## src/rtl/rv32m_pkg.sv

```systemverilog
// Shared RV32M types: funct3 encodings, mul/div unit FSM states, iteration count
// and operand-signedness helpers.
package rv32m;

  typedef enum logic [2:0] {
    F3_MUL    = 3'd0,
    F3_MULH   = 3'd1,
    F3_MULHSU = 3'd2,
    F3_MULHU  = 3'd3,
    F3_DIV    = 3'd4,
    F3_DIVU   = 3'd5,
    F3_REM    = 3'd6,
    F3_REMU   = 3'd7
  } rv32m_funct3_t;

  typedef enum logic [1:0] {
    IDLE = 2'd0,
    MUL  = 2'd1,
    DIV  = 2'd2,
    DONE = 2'd3
  } rv32m_muldiv_state_t;

  localparam int RV32M_MULDIV_ITERATIONS = 32;

  function automatic logic rs1_is_signed(input rv32m_funct3_t op);
    return op inside {F3_MULH, F3_MULHSU, F3_DIV, F3_REM};
  endfunction

  function automatic logic rs2_is_signed(input rv32m_funct3_t op);
    return op inside {F3_MULH, F3_DIV, F3_REM};
  endfunction

  function automatic logic is_div_op(input rv32m_funct3_t op);
    return op[2];
  endfunction

  function automatic logic [31:0] magnitude(input logic [31:0] v, input logic sgn);
    return (sgn && v[31]) ? (~v + 32'd1) : v;
  endfunction

endpackage

```

## src/rtl/rv32m_div_core.sv

```systemverilog
// Iterative restoring divider on operand magnitudes: loads on start, performs one
// quotient bit per step, flags done after RV32M_MULDIV_ITERATIONS steps.
module rv32m_div_core
  import rv32m::*;
(
  input  logic        clk,
  input  logic        rst,
  input  logic        start,
  input  logic        step,
  input  logic [31:0] dividend,
  input  logic [31:0] divisor,
  input  logic        dividend_signed,
  input  logic        divisor_signed,
  output logic [31:0] quot_mag,
  output logic [31:0] rem_mag,
  output logic        done
);

  logic [31:0] q_q;
  logic [31:0] r_q;
  logic [31:0] d_q;
  logic [5:0]  cnt_q;
  logic [32:0] shifted;
  logic [32:0] diff;

  // q_q shifts dividend bits out at the top and quotient bits in at the bottom.
  assign shifted  = {r_q, q_q[31]};
  assign diff     = shifted - {1'b0, d_q};
  assign done     = (cnt_q == 6'(RV32M_MULDIV_ITERATIONS));
  assign quot_mag = q_q;
  assign rem_mag  = r_q;

  always_ff @(posedge clk) begin
    if (rst) begin
      q_q   <= '0;
      r_q   <= '0;
      d_q   <= '0;
      cnt_q <= '0;
    end else if (start) begin
      q_q   <= magnitude(dividend, dividend_signed);
      d_q   <= magnitude(divisor, divisor_signed);
      r_q   <= '0;
      cnt_q <= '0;
    end else if (step && !done) begin
      if (!diff[32]) begin
        r_q <= diff[31:0];
        q_q <= {q_q[30:0], 1'b1};
      end else begin
        r_q <= shifted[31:0];
        q_q <= {q_q[30:0], 1'b0};
      end
      cnt_q <= cnt_q + 6'd1;
    end
  end

endmodule

```

## src/rtl/rv32m_muldiv_unit.sv

```systemverilog
// RV32M multiply/divide unit: one command in flight, valid/ready on both sides.
// Define RV32M_MULDIV_FAST_MUL_EN for a single-cycle multiplier instead of shift-add.
module rv32m_muldiv_unit
  import rv32m::*;
#(
  parameter int ID_WIDTH = 5
) (
  input  logic                clk,
  input  logic                rst,
  input  logic                cmd_valid,
  output logic                cmd_ready,
  input  logic [2:0]          cmd_op,
  input  logic [31:0]         cmd_rs1,
  input  logic [31:0]         cmd_rs2,
  input  logic [ID_WIDTH-1:0] cmd_id,
  output logic                result_valid,
  input  logic                result_ready,
  output logic [31:0]         result_value,
  output logic [ID_WIDTH-1:0] result_id,
  output logic [1:0]          dbg_state
);

  // Handshake: a transfer happens on a rising edge where valid and ready are both
  // high; valid, once raised, holds with its payload until that edge.

  rv32m_muldiv_state_t state_q, state_d;
  rv32m_funct3_t       op_in, op_q;

  logic                accept;
  logic                in_s1, in_s2;
  logic                div_zero, div_ovf, short_path;
  logic [31:0]         short_val;
  logic                mul_step, div_step, finish;

  logic                short_q;
  logic [31:0]         short_res_q;
  logic                neg_q, rem_neg_q;
  logic [ID_WIDTH-1:0] id_q;
  logic [63:0]         prod_q, mcand_q;
  logic [31:0]         mplier_q;
  logic [5:0]          mul_cnt_q;
  logic [31:0]         result_q;
  logic [ID_WIDTH-1:0] result_id_q;

  logic [31:0]         quot_mag, rem_mag;
  logic                div_done;
  logic [63:0]         prod_fix;
  logic [31:0]         mul_val, quot_fix, rem_fix, div_val, final_val;

  assign op_in     = rv32m_funct3_t'(cmd_op);
  assign cmd_ready = (state_q == IDLE) && !rst;
  assign accept    = cmd_valid && cmd_ready;
  assign in_s1     = rs1_is_signed(op_in);
  assign in_s2     = rs2_is_signed(op_in);

`ifdef RV32M_MULDIV_FAST_MUL_EN
  logic signed [32:0] fast_a, fast_b;
  logic signed [65:0] fast_p;
  assign fast_a = {in_s1 & cmd_rs1[31], cmd_rs1};
  assign fast_b = {in_s2 & cmd_rs2[31], cmd_rs2};
  assign fast_p = fast_a * fast_b;
`endif

  // Results that need no iteration are resolved at accept and finish one cycle later.
  always_comb begin
    short_val = '0;
    div_zero  = is_div_op(op_in) && (cmd_rs2 == 32'd0);
    div_ovf   = (op_in inside {F3_DIV, F3_REM}) && (cmd_rs1 == 32'h8000_0000) &&
                (cmd_rs2 == 32'hFFFF_FFFF);
    short_path = div_zero || div_ovf;
    if (div_zero) begin
      short_val = (op_in inside {F3_REM, F3_REMU}) ? cmd_rs1 : 32'hFFFF_FFFF;
    end else if (div_ovf) begin
      short_val = (op_in == F3_REM) ? 32'h0000_0000 : 32'h8000_0000;
    end
`ifdef RV32M_MULDIV_FAST_MUL_EN
    else if (!is_div_op(op_in)) begin
      short_val = (op_in == F3_MUL) ? fast_p[31:0] : fast_p[63:32];
    end
    short_path = short_path || !is_div_op(op_in);
`endif
  end

  always_ff @(posedge clk) begin
    if (rst) state_q <= IDLE;
    else     state_q <= state_d;
  end

  always_comb begin
    state_d  = state_q;
    mul_step = 1'b0;
    div_step = 1'b0;
    finish   = 1'b0;
    case (state_q)
      IDLE: begin
        if (accept) begin
          state_d = (short_path || is_div_op(op_in)) ? DIV : MUL;
        end
      end
      MUL: begin
        if (mul_cnt_q == 6'(RV32M_MULDIV_ITERATIONS)) begin
          state_d = DONE;
          finish  = 1'b1;
        end else begin
          mul_step = 1'b1;
        end
      end
      DIV: begin
        if (short_q || div_done) begin
          state_d = DONE;
          finish  = 1'b1;
        end else begin
          div_step = 1'b1;
        end
      end
      DONE: begin
        if (result_ready) state_d = IDLE;
      end
      default: state_d = IDLE;
    endcase
  end

  // Sign correction applied on the cycle that moves into DONE.
  always_comb begin
    prod_fix  = neg_q ? (~prod_q + 64'd1) : prod_q;
    mul_val   = (op_q == F3_MUL) ? prod_fix[31:0] : prod_fix[63:32];
    quot_fix  = neg_q ? (~quot_mag + 32'd1) : quot_mag;
    rem_fix   = rem_neg_q ? (~rem_mag + 32'd1) : rem_mag;
    div_val   = (op_q inside {F3_REM, F3_REMU}) ? rem_fix : quot_fix;
    final_val = short_q ? short_res_q : ((state_q == MUL) ? mul_val : div_val);
  end

  always_ff @(posedge clk) begin
    if (rst) begin
      op_q        <= F3_MUL;
      id_q        <= '0;
      short_q     <= 1'b0;
      short_res_q <= '0;
      neg_q       <= 1'b0;
      rem_neg_q   <= 1'b0;
      prod_q      <= '0;
      mcand_q     <= '0;
      mplier_q    <= '0;
      mul_cnt_q   <= '0;
      result_q    <= '0;
      result_id_q <= '0;
    end else begin
      if (accept) begin
        op_q        <= op_in;
        id_q        <= cmd_id;
        short_q     <= short_path;
        short_res_q <= short_val;
        neg_q       <= (in_s1 & cmd_rs1[31]) ^ (in_s2 & cmd_rs2[31]);
        rem_neg_q   <= in_s1 & cmd_rs1[31];
        prod_q      <= '0;
        mcand_q     <= {32'd0, magnitude(cmd_rs1, in_s1)};
        mplier_q    <= magnitude(cmd_rs2, in_s2);
        mul_cnt_q   <= '0;
      end
      if (mul_step) begin
        if (mplier_q[0]) prod_q <= prod_q + mcand_q;
        mcand_q   <= {mcand_q[62:0], 1'b0};
        mplier_q  <= {1'b0, mplier_q[31:1]};
        mul_cnt_q <= mul_cnt_q + 6'd1;
      end
      if (finish) begin
        result_q    <= final_val;
        result_id_q <= id_q;
      end
    end
  end

  rv32m_div_core u_div_core (
    .clk             (clk),
    .rst             (rst),
    .start           (accept && is_div_op(op_in) && !short_path),
    .step            (div_step),
    .dividend        (cmd_rs1),
    .divisor         (cmd_rs2),
    .dividend_signed (in_s1),
    .divisor_signed  (in_s2),
    .quot_mag        (quot_mag),
    .rem_mag         (rem_mag),
    .done            (div_done)
  );

  assign result_valid = (state_q == DONE);
  assign result_value = result_q;
  assign result_id    = result_id_q;
  assign dbg_state    = state_q;

endmodule

```

## config.mk

```make
export PLATFORM = sky130hd
export DESIGN_NAME = rv32m_muldiv_unit
export DESIGN_NICKNAME = d
export VERILOG_FILES = /design/src/rtl/rv32m_pkg.sv /design/src/rtl/rv32m_div_core.sv /design/src/rtl/rv32m_muldiv_unit.sv
export SDC_FILE = /design/constraint.sdc
export NUM_CORES = 1
export LEC_CHECK = 0
export ABC_AREA = 1
export CORE_UTILIZATION = 30
export CTS_BUF_LIST = sky130_fd_sc_hd__clkbuf_8
export CTS_CLUSTER_DIAMETER = 80
export DETAILED_ROUTE_END_ITERATION = 6
export PLACE_DENSITY = 0.45
export SYNTH_ARGS = -nofsm -noshare
export SYNTH_HDL_FRONTEND = slang
export SYNTH_SLANG_ARGS = --single-unit
```

## constraint.sdc

```tcl
create_clock -name clk -period 2.25 [get_ports clk]
set_input_delay 0.3375 -clock clk [delete_from_list [all_inputs] [get_ports clk]]
set_output_delay 0.3375 -clock clk [all_outputs]
set_load 0.005 [all_outputs]
```

# Word-level counts from Yosys, hierarchy flattened
# Cells that the tools add are included.
[classes]
add_sub_neg = 9
eq_ne = 18
n_mux = 39
n_bitwise = 8
n_reduce_logical = 29
[op_table]
columns = ["operator", "count"]
rows = [
  ["$mux W32", 15],
  ["$mux W64", 6],
  ["$add A32 B1 Y32 const B", 4],
  ["$not A32 Y32", 4],
  ["$add A64 B1 Y64 const B", 1],
  ["$add A64 B64 Y64", 1],
  ["$eq A32 B32 Y1 const B", 2],
  ["$not A64 Y64", 1],
  ["$mux W31", 2],
  ["$sub A33 B32 Y33", 1],
  ["$logic_not A32 Y1", 1],
  ["$eq A3 B3 Y1 const B", 5],
  ["$add A6 B1 Y6 const B", 2],
  ["$eq A6 B6 Y1 const B", 2],
  ["$mux W6", 2],
  ["$logic_and A1 B1 Y1", 10],
  ["$mux W2", 5],
  ["$reduce_bool A2 Y1", 5],
  ["$pmux W2 S4", 1],
  ["$mux W1", 7],
  ["$ne A2 B2 Y1 const B", 3],
  ["$eq A2 B2 Y1 const B", 2],
  ["$reduce_and A4 Y1", 1],
  ["$reduce_bool A4 Y1", 1],
  ["other kinds (13)", 19],
]
[word_totals]
ff_bits = 350
out_inout_bits = 41

# Longest topological paths before layout
# Gate-level depths: netlist (run 1).
[logic_depth]
depth_word = 9
ltp_mapped = 17
ltp_nobuf = 16

# Modules after synthesis
# A second synthesis (run 1) with hierarchy kept.
[unflattened]
cells_unflattened = 5361
hier_area_um2 = 30696.9
[modules_own_cells]
columns = ["mod", "instances", "cells_per_inst", "area_each_um2", "seq_area_each_um2"]
rows = [
  ["rv32m_muldiv_unit", 1, 3850, 22101.2, 4964.8],
  ["rv32m_div_core", 1, 1511, 8595.7, 2042.0],
]

# Least setup slack after synthesis (run 1)
# No wires, ideal clock.
[synth_timing]
path_kind = "reg2reg"
from = "register u_div_core.q_q[31] (netlist: u_div_core.quot_mag[31])"
to = "register u_div_core.r_q[23] (netlist: u_div_core.rem_mag[23])"
setup_ns = 0.066
arrival_ns = 2.157
required_time_ns = 2.184
path_slack_ns = 0.027
stages_incl_launch_ff = 18
path_buffers = 1
synth_period_minus_slack_ns = 2.223
cell_sequence = "dfxtp_1 inv_1 ha_1 inv_1 fa_1 nand3_1 nand2_1 a21o_1 nand2_1 nand2_1 nand2_1 nand2_1 nand2_1 nand2_2 buf_6 nand2_1 nand3_1 a21oi_2"
[synth_via]
elab_chain_len = 2
[synth_lines]
columns = ["item", "line_no", "text"]
rows = [
  ["from (decl)", "rv32m_div_core.sv:19", "logic [31:0] q_q;"],
  ["from (signal assigned)", "rv32m_div_core.sv:40", "q_q <= magnitude(dividend, dividend_signed);"],
  ["from (signal assigned)", "rv32m_div_core.sv:47", "q_q <= {q_q[30:0], 1'b1};"],
  ["from (signal assigned)", "rv32m_div_core.sv:50", "q_q <= {q_q[30:0], 1'b0};"],
  ["$sub A33 B32 Y33", "rv32m_div_core.sv:28", "assign diff = shifted - {1'b0, d_q};"],
  ["$mux W32", "rv32m_div_core.sv:45", "if (!diff[32]) begin"],
  ["to (signal assigned)", "rv32m_div_core.sv:46", "r_q <= diff[31:0];"],
  ["to (signal assigned)", "rv32m_div_core.sv:49", "r_q <= shifted[31:0];"],
  ["to (decl)", "rv32m_div_core.sv:20", "logic [31:0] r_q;"],
]
# No other way between the ends.
# A chain may end at the register's enable or synchronous reset.

# Worst setup path after layout (run 1)
[layout_timing]
from = "register u_div_core.q_q[31] (netlist: u_div_core.quot_mag[31])"
to = "register u_div_core.r_q[2] (netlist: u_div_core.rem_mag[2])"
# The elaborated chain is that of the path after synthesis.

==> flow_summary.json, run 1 <==
{
  "htreeDepth": 3,
  "drive_above_1_share_pct": 31.9,
  "num_io_pins": 117,
  "p_clk_share_pct": 14.5,
  "grt_max_degree": 165,
  "rows": 111,
  "fin_nets": 5907,
  "yosys.area.top_type": "dfxtp_1",
  "setup_violations": 35,
  "route.detailed.drc": 0,
  "die_w_um": 307,
  "relSlewSlack_pct": 35.1,
  "mappedNetlistArea_um2": 28000,
  "clock_latency_ns": 0.69,
  "grt_pass1_vias": 33100,
  "path_clk_slew_ns": 0.06,
  "cp_cell_sequence": "inv_6, ha_4, inv_2, fa_2, nand3_2, nand2_2, a21o_1, nand2_1, nand2_2, nand2_4, nand2_4, nand2_4, nand2_8, buf_12, nand2_2, nand3_2, a21oi_2",
  "vias": 35100,
  "dpl.hpwl_um": 107000,
  "drt-pass1-iter-count": 6,
  "hold_class": "input port to flip-flop",
  "antenna_found_initial": 2,
  "vias_per_cell": 5.01,
  "max_freq_mhz": 419,
  "synth_area_leaders": "dfxtp_1 (25%), nand2_1 (19%), a21oi_1 (8.2%)",
  "path_class": "flip-flop to flip-flop",
  "cpPeakStageDelay_ns": 0.36,
  "yosysTopAreaCellShare_pct": 25.0,
  "cts_root_buf": "clkbuf_8",
  "synth.ff_latch_count": 350,
  "wirelength_um": 136000,
  "cts_made_buffers": 70,
  "worst_slack_ns": -0.138,
  "critPathMaxFanout": 5,
  "grt_pass1_wl_um": 200000,
  "synth.avg_cell_area_um2": 5.85,
  "synth_seq_area_share_pct": 25.0,
  "gp_congestion": 0.954,
  "tightest_slew_ns": 0.974,
  "slowest_stage": "dfxtp_4",
  "worst_clock_skew_ns": 0.0237,
  "synthDistinctLibCells": 58,
  "power.share.sequential_pct": 15.6,
  "die_h_um": 307,
  "status": "finished, violations left",
  "ir_drop_mv": 1.86,
  "drt_iter0_drc": 2523,
  "fp.dieArea_um2": 94500,
  "min_period_over_period_pct": 106,
  "swShare_pct": 49.1,
  "drv_cap": 0,
  "post-place-cells": 6857,
  "cts_buffer_depth": 3,
  "leakage_nw": 19.5,
  "synth_fp_nets": 4967,
  "slew_violations": 0,
  "area_growth_pct": 51.8,
  "rsz0062_at_grt": "yes",
  "stdcell_count": 7020,
  "numPortBuffers": 116,
  "crit_arrival_ns": 2.98,
  "worstSetupStartpointType": "flip-flop",
  "synth-edff-count": 0,
  "required_ns": 2.85,
  "syn_inst": 4780,
  "track_usage_pct": 27.8,
  "failed_checks": "setup timing",
  "power_switching_mw": 24.1,
  "period_needed_ns": 2.39,
  "initial_utilization_pct": 30.4,
  "cts_tree": "yes",
  "wl_per_cell_um": 19.3,
  "drtAntennaViolNets": 0,
  "power_density_nw_per_um2": 1160,
  "dominantRegCellSynth": "dfxtp_1",
  "ys_async_sr_fraction_pct": 0,
  "clock_sinks": 350,
  "gr-total-overflow": 0,
  "final-hold-violation-count": 0,
  "fin_tns_setup_ns": -2.80,
  "yosysWarnings": 0,
  "combPwrFrac_pct": 69.9,
  "fin_util_pct": 46.1,
  "p_int_mw": 25.0,
  "core_um2": 92100,
  "cp-end-kind": "flip-flop"
}
## Yosys cell counts (5+ instances only)
cell / number
buf_2: 45
or2_2: 10
buf_6: 14
nor4_1: 10
buf_1: 15
a21o_1: 10
xor2_1: 69
buf_4: 5
nand3_1: 432
nand4_1: 47
nor2_2: 12
o21bai_1: 15
nor2_1: 543
a31oi_1: 56
nand2_2: 6
xnor2_1: 34
inv_2: 14
o21a_1: 16
a21oi_2: 12
dfxtp_1: 350
ha_1: 109
a21oi_1: 459
nand3b_1: 14
o211ai_1: 41
o22ai_1: 7
o21ai_1: 27
nor3_1: 45
o21ai_0: 302
nand2_1: 1387
inv_1: 507
clkbuf_1: 110
## flip-flops by register name, indices dropped and copies added, names as in the netlist, 6 cells and up
name,count
mplier_q,32
u_div_core.cnt_q,6
prod_q,64
u_div_core.d_q,32
mcand_q,64
short_res_q,32
result_value,32
mul_cnt_q,6
u_div_core.rem_mag,32
u_div_core.quot_mag,32
## critical path: cells and delay by family, from the launching register on
kind,cells,cell delay [ns]
flip-flops,1,0.36
AO/OA/AOI/OAI,2,0.33
buffers and inverters,3,0.29
AND/OR/NAND/NOR,10,0.84
adder cells (fa/ha/maj),2,0.47
## cell usage in the layout (no fill, tap or decap), types with 9 or more instances in the layout
cell                n
nand2_1          1208
nand3_2            85
inv_1             491
buf_6              22
clkdlybuf4s50_1   113
nor3_1             37
dfxtp_4            23
nand3_4            26
xnor2_1            34
ha_1               54
nand3_1           325
nand2_2           125
clkinv_2           11
o21ai_1            77
xor2_1             68
buf_12             39
nor2_4             44
dfxtp_2            46
o21ai_2            20
o21bai_1           11
inv_2              43
o21a_1             16
or2_2               9
a21oi_2            98
ha_4               50
o21ai_0           233
nor2_2            109
nand3b_1           14
a31oi_1            56
a21o_1             10
nor2_1            406
nand2_4            60
nand4_1            47
o211ai_1           41
a21oi_1           369
dfxtp_1           281
buf_4             876
clkbuf_8           90
## per-layer routing
metal  up-vias  global-route usage, %  part of all wire (%)
li1      17600                      -                     -
met1     16500                   38.4                    46
met2       911                   45.4                    46
met3       163                   2.70                   4.8
met4         0                   8.15                   2.8
met5         -                      0                     0
## path summary, 6_finish.rpt
check,cells past startpoint,slack [ns],end,startpoint
min reg2reg,2,0.45,result_id[3],id_q[3]
max,17,-0.14,u_div_core.rem_mag[2],u_div_core.quot_mag[31]
max reg2reg,17,-0.14,u_div_core.rem_mag[2],u_div_core.quot_mag[31]
min,3,0.22,id_q[4],cmd_id[4]
## stage by stage
stage / setup WS, ns / hold slack (ns) / instance area [µm²] / total power [mW]
finish: -0.138 / 0.221 / 42500 / 49.1
global route: -0.217 / 0.224 / 42500 / 52.6
CTS: -0.177 / 0.162 / 40300 / 47.1
detailed placement: -0.497 / 0.444 / 37100 / 35.7
global placement: -0.484 / 0.439 / 37100 / 35.7
floorplan: 0.0270 / 0.430 / 28000 / 23.8
## cell families (layout without fill, tap and decap cells)
| group | count (synthesis) | count (layout) | share of synthesized area, % |
|---|---|---|---|
| buffers and inverters | 713 | 1709 | 10.2 |
| adders and majority gates | 111 | 111 | 5.02 |
| other | 0 | 1 | 0 |
| AOI/OAI and AO/OA | 972 | 972 | 18.9 |
| and+or+nand+nor | 2531 | 2531 | 37.6 |
| xor gates and xnor gates | 103 | 103 | 3.22 |
| DFF | 350 | 350 | 25.0 |
## final cells by class
class,count,area (µm²)
inverter,524,1980
multi-input combinational,3717,21400
fill,9805,49600
sequential,350,7150
antenna,1,2.50
clock buffer,90,1240
tap,1243,1560
clock inverter,38,244
timing repair buffer,1057,8880
## power groups by stage
stage / combinational (mW) / clock, mW / sequential (mW)
detailed placement: 28.0 / 0 / 7.70
floorplan: 16.3 / 0 / 7.48
global route: 37.3 / 7.54 / 7.75
finish: 34.3 / 7.10 / 7.69
global placement: 28.0 / 0 / 7.70
CTS: 32.2 / 7.27 / 7.62
## what timing repair did
action	in CTS	in global routing
hold buffers	0	0
buffers inserted	7	26
pin swaps	81	171
gates cloned	4	0
setup endpoints to repair	142	164
resized for setup	405	574
Power figures use the tool's default switching activity.
==> run 2, diff against run 1 <==
--- a/config.mk
+++ b/config.mk
@@ -5,7 +5,7 @@
 export SDC_FILE = /design/constraint.sdc
 export NUM_CORES = 1
 export LEC_CHECK = 0
-export ABC_AREA = 1
+export ABC_AREA = 0
 export CORE_UTILIZATION = 30
 export CTS_BUF_LIST = sky130_fd_sc_hd__clkbuf_8
 export CTS_CLUSTER_DIAMETER = 80
==> run 2 against run 1 <==
  * The flow finishes with violations (DRC, setup timing)
  * Clock power up 3.1%
  * Non-clock buffer count grew 94
  * Synthesized area fell by 12%
  * Core utilization rose by 2.9 points
  * Highest routed layer is now met5
  * Sequential share of layout area up 1.0 points
==> flow_summary.json, run 2 <==
{
  "status": "finished, violations left",
  "relSlewSlack_pct": 45.1,
  "core_um2": 80800,
  "vias_per_cell": 5.34,
  "r2r-start": "prod_q[0]",
  "critPathMaxFanout": 4,
  "numPortBuffers": 116,
  "vias": 28900,
  "dpl.hpwl_um": 84600,
  "die_h_um": 288,
  "synth-edff-count": 0,
  "cp-end-kind": "flip-flop",
  "required_ns": 2.77,
  "swShare_pct": 42.6,
  "yosys.area.top_type": "dfxtp_1",
  "cp_cell_sequence": "buf_6, ha_4, fa_2, a211oi_4, o21bai_2, o21ai_2, o311ai_4, a21oi_4, o41ai_4, a41oi_2, o31a_1, o21a_1, o211ai_1",
  "path_clk_slew_ns": 0.05,
  "yosysWarnings": 0,
  "final_common_cell": "buf_4",
  "clock_sinks": 350,
  "yosysTopAreaCellShare_pct": 28.5,
  "die_w_um": 288,
  "cp.buffers_inverters": 1,
  "cts_made_buffers": 74,
  "cts_tree": "yes",
  "synth.ff_latch_count": 350,
  "wl_per_cell_um": 20.7,
  "period_needed_ns": 3.13,
  "combPwrFrac_pct": 64.6,
  "track_usage_pct": 26.1,
  "fill_cells": 7816,
  "startpoint": "prod_q[0]",
  "post-place-cells": 5192,
  "final-hold-violation-count": 0,
  "cts_root_buf": "clkbuf_8",
  "htreeDepth": 3,
  "synth_seq_area_share_pct": 28.5,
  "setup_violations": 125,
  "drtAntennaViolNets": 0,
  "hold_class": "input port to flip-flop",
  "grt_pass1_vias": 28400,
  "cts_buffer_depth": 3,
  "grt_max_degree": 112,
  "drv_cap": 0,
  "num_io_pins": 117,
  "gr-total-overflow": 0,
  "p_clk_share_pct": 17.2,
  "synth_area_leaders": "dfxtp_1 (28%), a21oi_1 (7.2%), nand2_1 (6.2%)",
  "power.share.sequential_pct": 18.2,
  "synth_fp_nets": 3488,
  "tightest_slew_ns": 0.823,
  "antenna_found_initial": 3,
  "yosysMostFrequentCell": "nand2_1",
  "stdcell_count": 5405,
  "failed_checks": "DRC, setup timing",
  "fin_hold_ws_ns": 0.0842,
  "ir_drop_mv": 1.10,
  "initial_utilization_pct": 30.5,
  "cpPeakStageDelay_ns": 0.38,
  "design_power_total_mw": 42.4,
  "worst_slack_ns": -0.881,
  "path_class": "flip-flop to flip-flop",
  "clock_latency_ns": 0.70,
  "crit_family": "compound AO/OA/AOI/OAI gates",
  "route.detailed.drc": 6,
  "leakage_nw": 16.5,
  "wirelength_um": 112000,
  "yosys-top-cells-count": "nand2_1 (404), a21oi_1 (356), dfxtp_1 (350), nor2_1 (345), clkbuf_1 (194)",
  "synthDistinctLibCells": 97,
  "mappedNetlistArea_um2": 24600,
  "drt-pass1-iter-count": 7,
  "gp_congestion": 0.918,
  "hp-start": "rst",
  "p_int_mw": 24.4,
  "power_density_nw_per_um2": 1070,
  "reg_top3": "mcand_q: 64 flops, prod_q: 64 flops",
  "fin_nets": 4476,
  "slowest_stage": "fa_2",
  "drt_iter0_drc": 1893,
  "ctsHoldBuffers": 0,
  "drive_above_1_share_pct": 39.0,
  "ys_async_sr_fraction_pct": 0,
  "crit_arrival_ns": 3.65,
  "dominantRegCellSynth": "dfxtp_1",
  "worstSetupStartpointType": "flip-flop",
  "slew_violations": 0,
  "min_period_over_period_pct": 139,
  "grt_pass1_wl_um": 168000,
  "worst_clock_skew_ns": 0.0584,
  "fp.dieArea_um2": 83200,
  "mostFrequentLayoutCells": "buf_4 (906), nand2_1 (381), dfxtp_1 (310)",
  "synth.avg_cell_area_um2": 7.45,
  "area_growth_pct": 61.0,
  "fin_util_pct": 49.0,
  "max_freq_mhz": 319,
  "power_switching_mw": 18.1,
  "rows": 104,
  "syn_inst": 3301,
  "rsz0062_at_grt": "yes"
}
## run 2: changes by cell type after synthesis, sizes merged, moves of 36 or more
| cell | before | now |
|---|---|---|
| or3 | 0 | 36 |
| o21ai | 334 | 179 |
| a21o | 10 | 50 |
| a211oi | 4 | 162 |
| buf | 79 | 42 |
| xnor2 | 34 | 115 |
| a21oi | 472 | 357 |
| nand2 | 1395 | 405 |
| nor2 | 559 | 347 |
| xor2 | 69 | 112 |
| inv | 521 | 77 |
| nand3 | 436 | 113 |
| clkbuf | 110 | 196 |
## run 2: path summary, 6_finish.rpt
| path | endpoint | slack, ns | cells after the start |
|---|---|---|---|
| worst max-delay path | prod_q[62] | -0.88 | 13 |
| worst max register to register | prod_q[62] | -0.88 | 13 |
| worst min-delay path | result_id[4] | 0.08 | 3 |
| worst min register to register | result_id[1] | 0.45 | 2 |
## run 2: repair_timing
action | 4_1_cts | 5_1_grt
gates resized for setup | 312 | 295
pin swaps | 190 | 226
buffers inserted | 52 | 47
cloned | 6 | 6
setup endpoints to repair | 250 | 205
## run 2: power groups by stage
stage                     combinational (mW)  sequential, mW  clock [mW]
final                                   27.4            7.71        7.32
after global routing                    29.5            7.80        7.79
after CTS                               25.8            7.65        7.53
after detailed placement                22.9            7.76           0
after global placement                  22.7            7.74           0
after floorplan                         13.3            7.71           0
## run 2: routing by layer
metal  up-vias  share of wire, %  GRT usage (%)
li1      14000                 -              -
met1     14000                44           33.6
met2       699                47           44.1
met3       205               4.7           3.77
met4         2               4.1           9.78
met5         -             0.012              0
## run 2: area by class of cell
class,count,area (µm²),area share [%]
Antenna cell,3,7.51,0.0189
Clock buffer,92,1270,3.19
Clock inverter,37,282,0.710
Inverter,79,317,0.799
Multi-Input combinational cell,2633,19400,48.9
Sequential cell,350,7080,17.9
Tap cell,1060,1330,3.35
Timing Repair Buffer,1151,9980,25.2
## run 2: logic make-up after synthesis
logic type	count (synthesis)	share of synthesized area (%)
AND/OR/NAND/NOR	1188	22.6
AO/OA/AOI/OAI	1069	28.2
flip-flops	350	28.5
buffers and inverters	319	5.40
XOR/XNOR	227	8.16
adder cells (fa/ha/maj)	111	5.70
multiplexers	37	1.52
## run 2: per-stage QoR
stage               setup TNS (ns)  worst slack (ns)  instance area [µm²]
floorplan                   -61.67            -0.685                25800
global placement           -222.50             -1.42                34700
finish                      -75.40            -0.881                39600
global route                -90.30            -0.993                39600
detailed placement         -233.16             -1.18                34700
CTS                         -78.93            -0.885                38000
## run 2: worst register-to-register path, delay by kind of cell, from the launching register on
family                     cells  cell delay, ns
AOI/OAI and AO/OA             10            1.98
adders and majority gates      2            0.54
DFF                            1            0.34
buffers and inverters          1            0.12
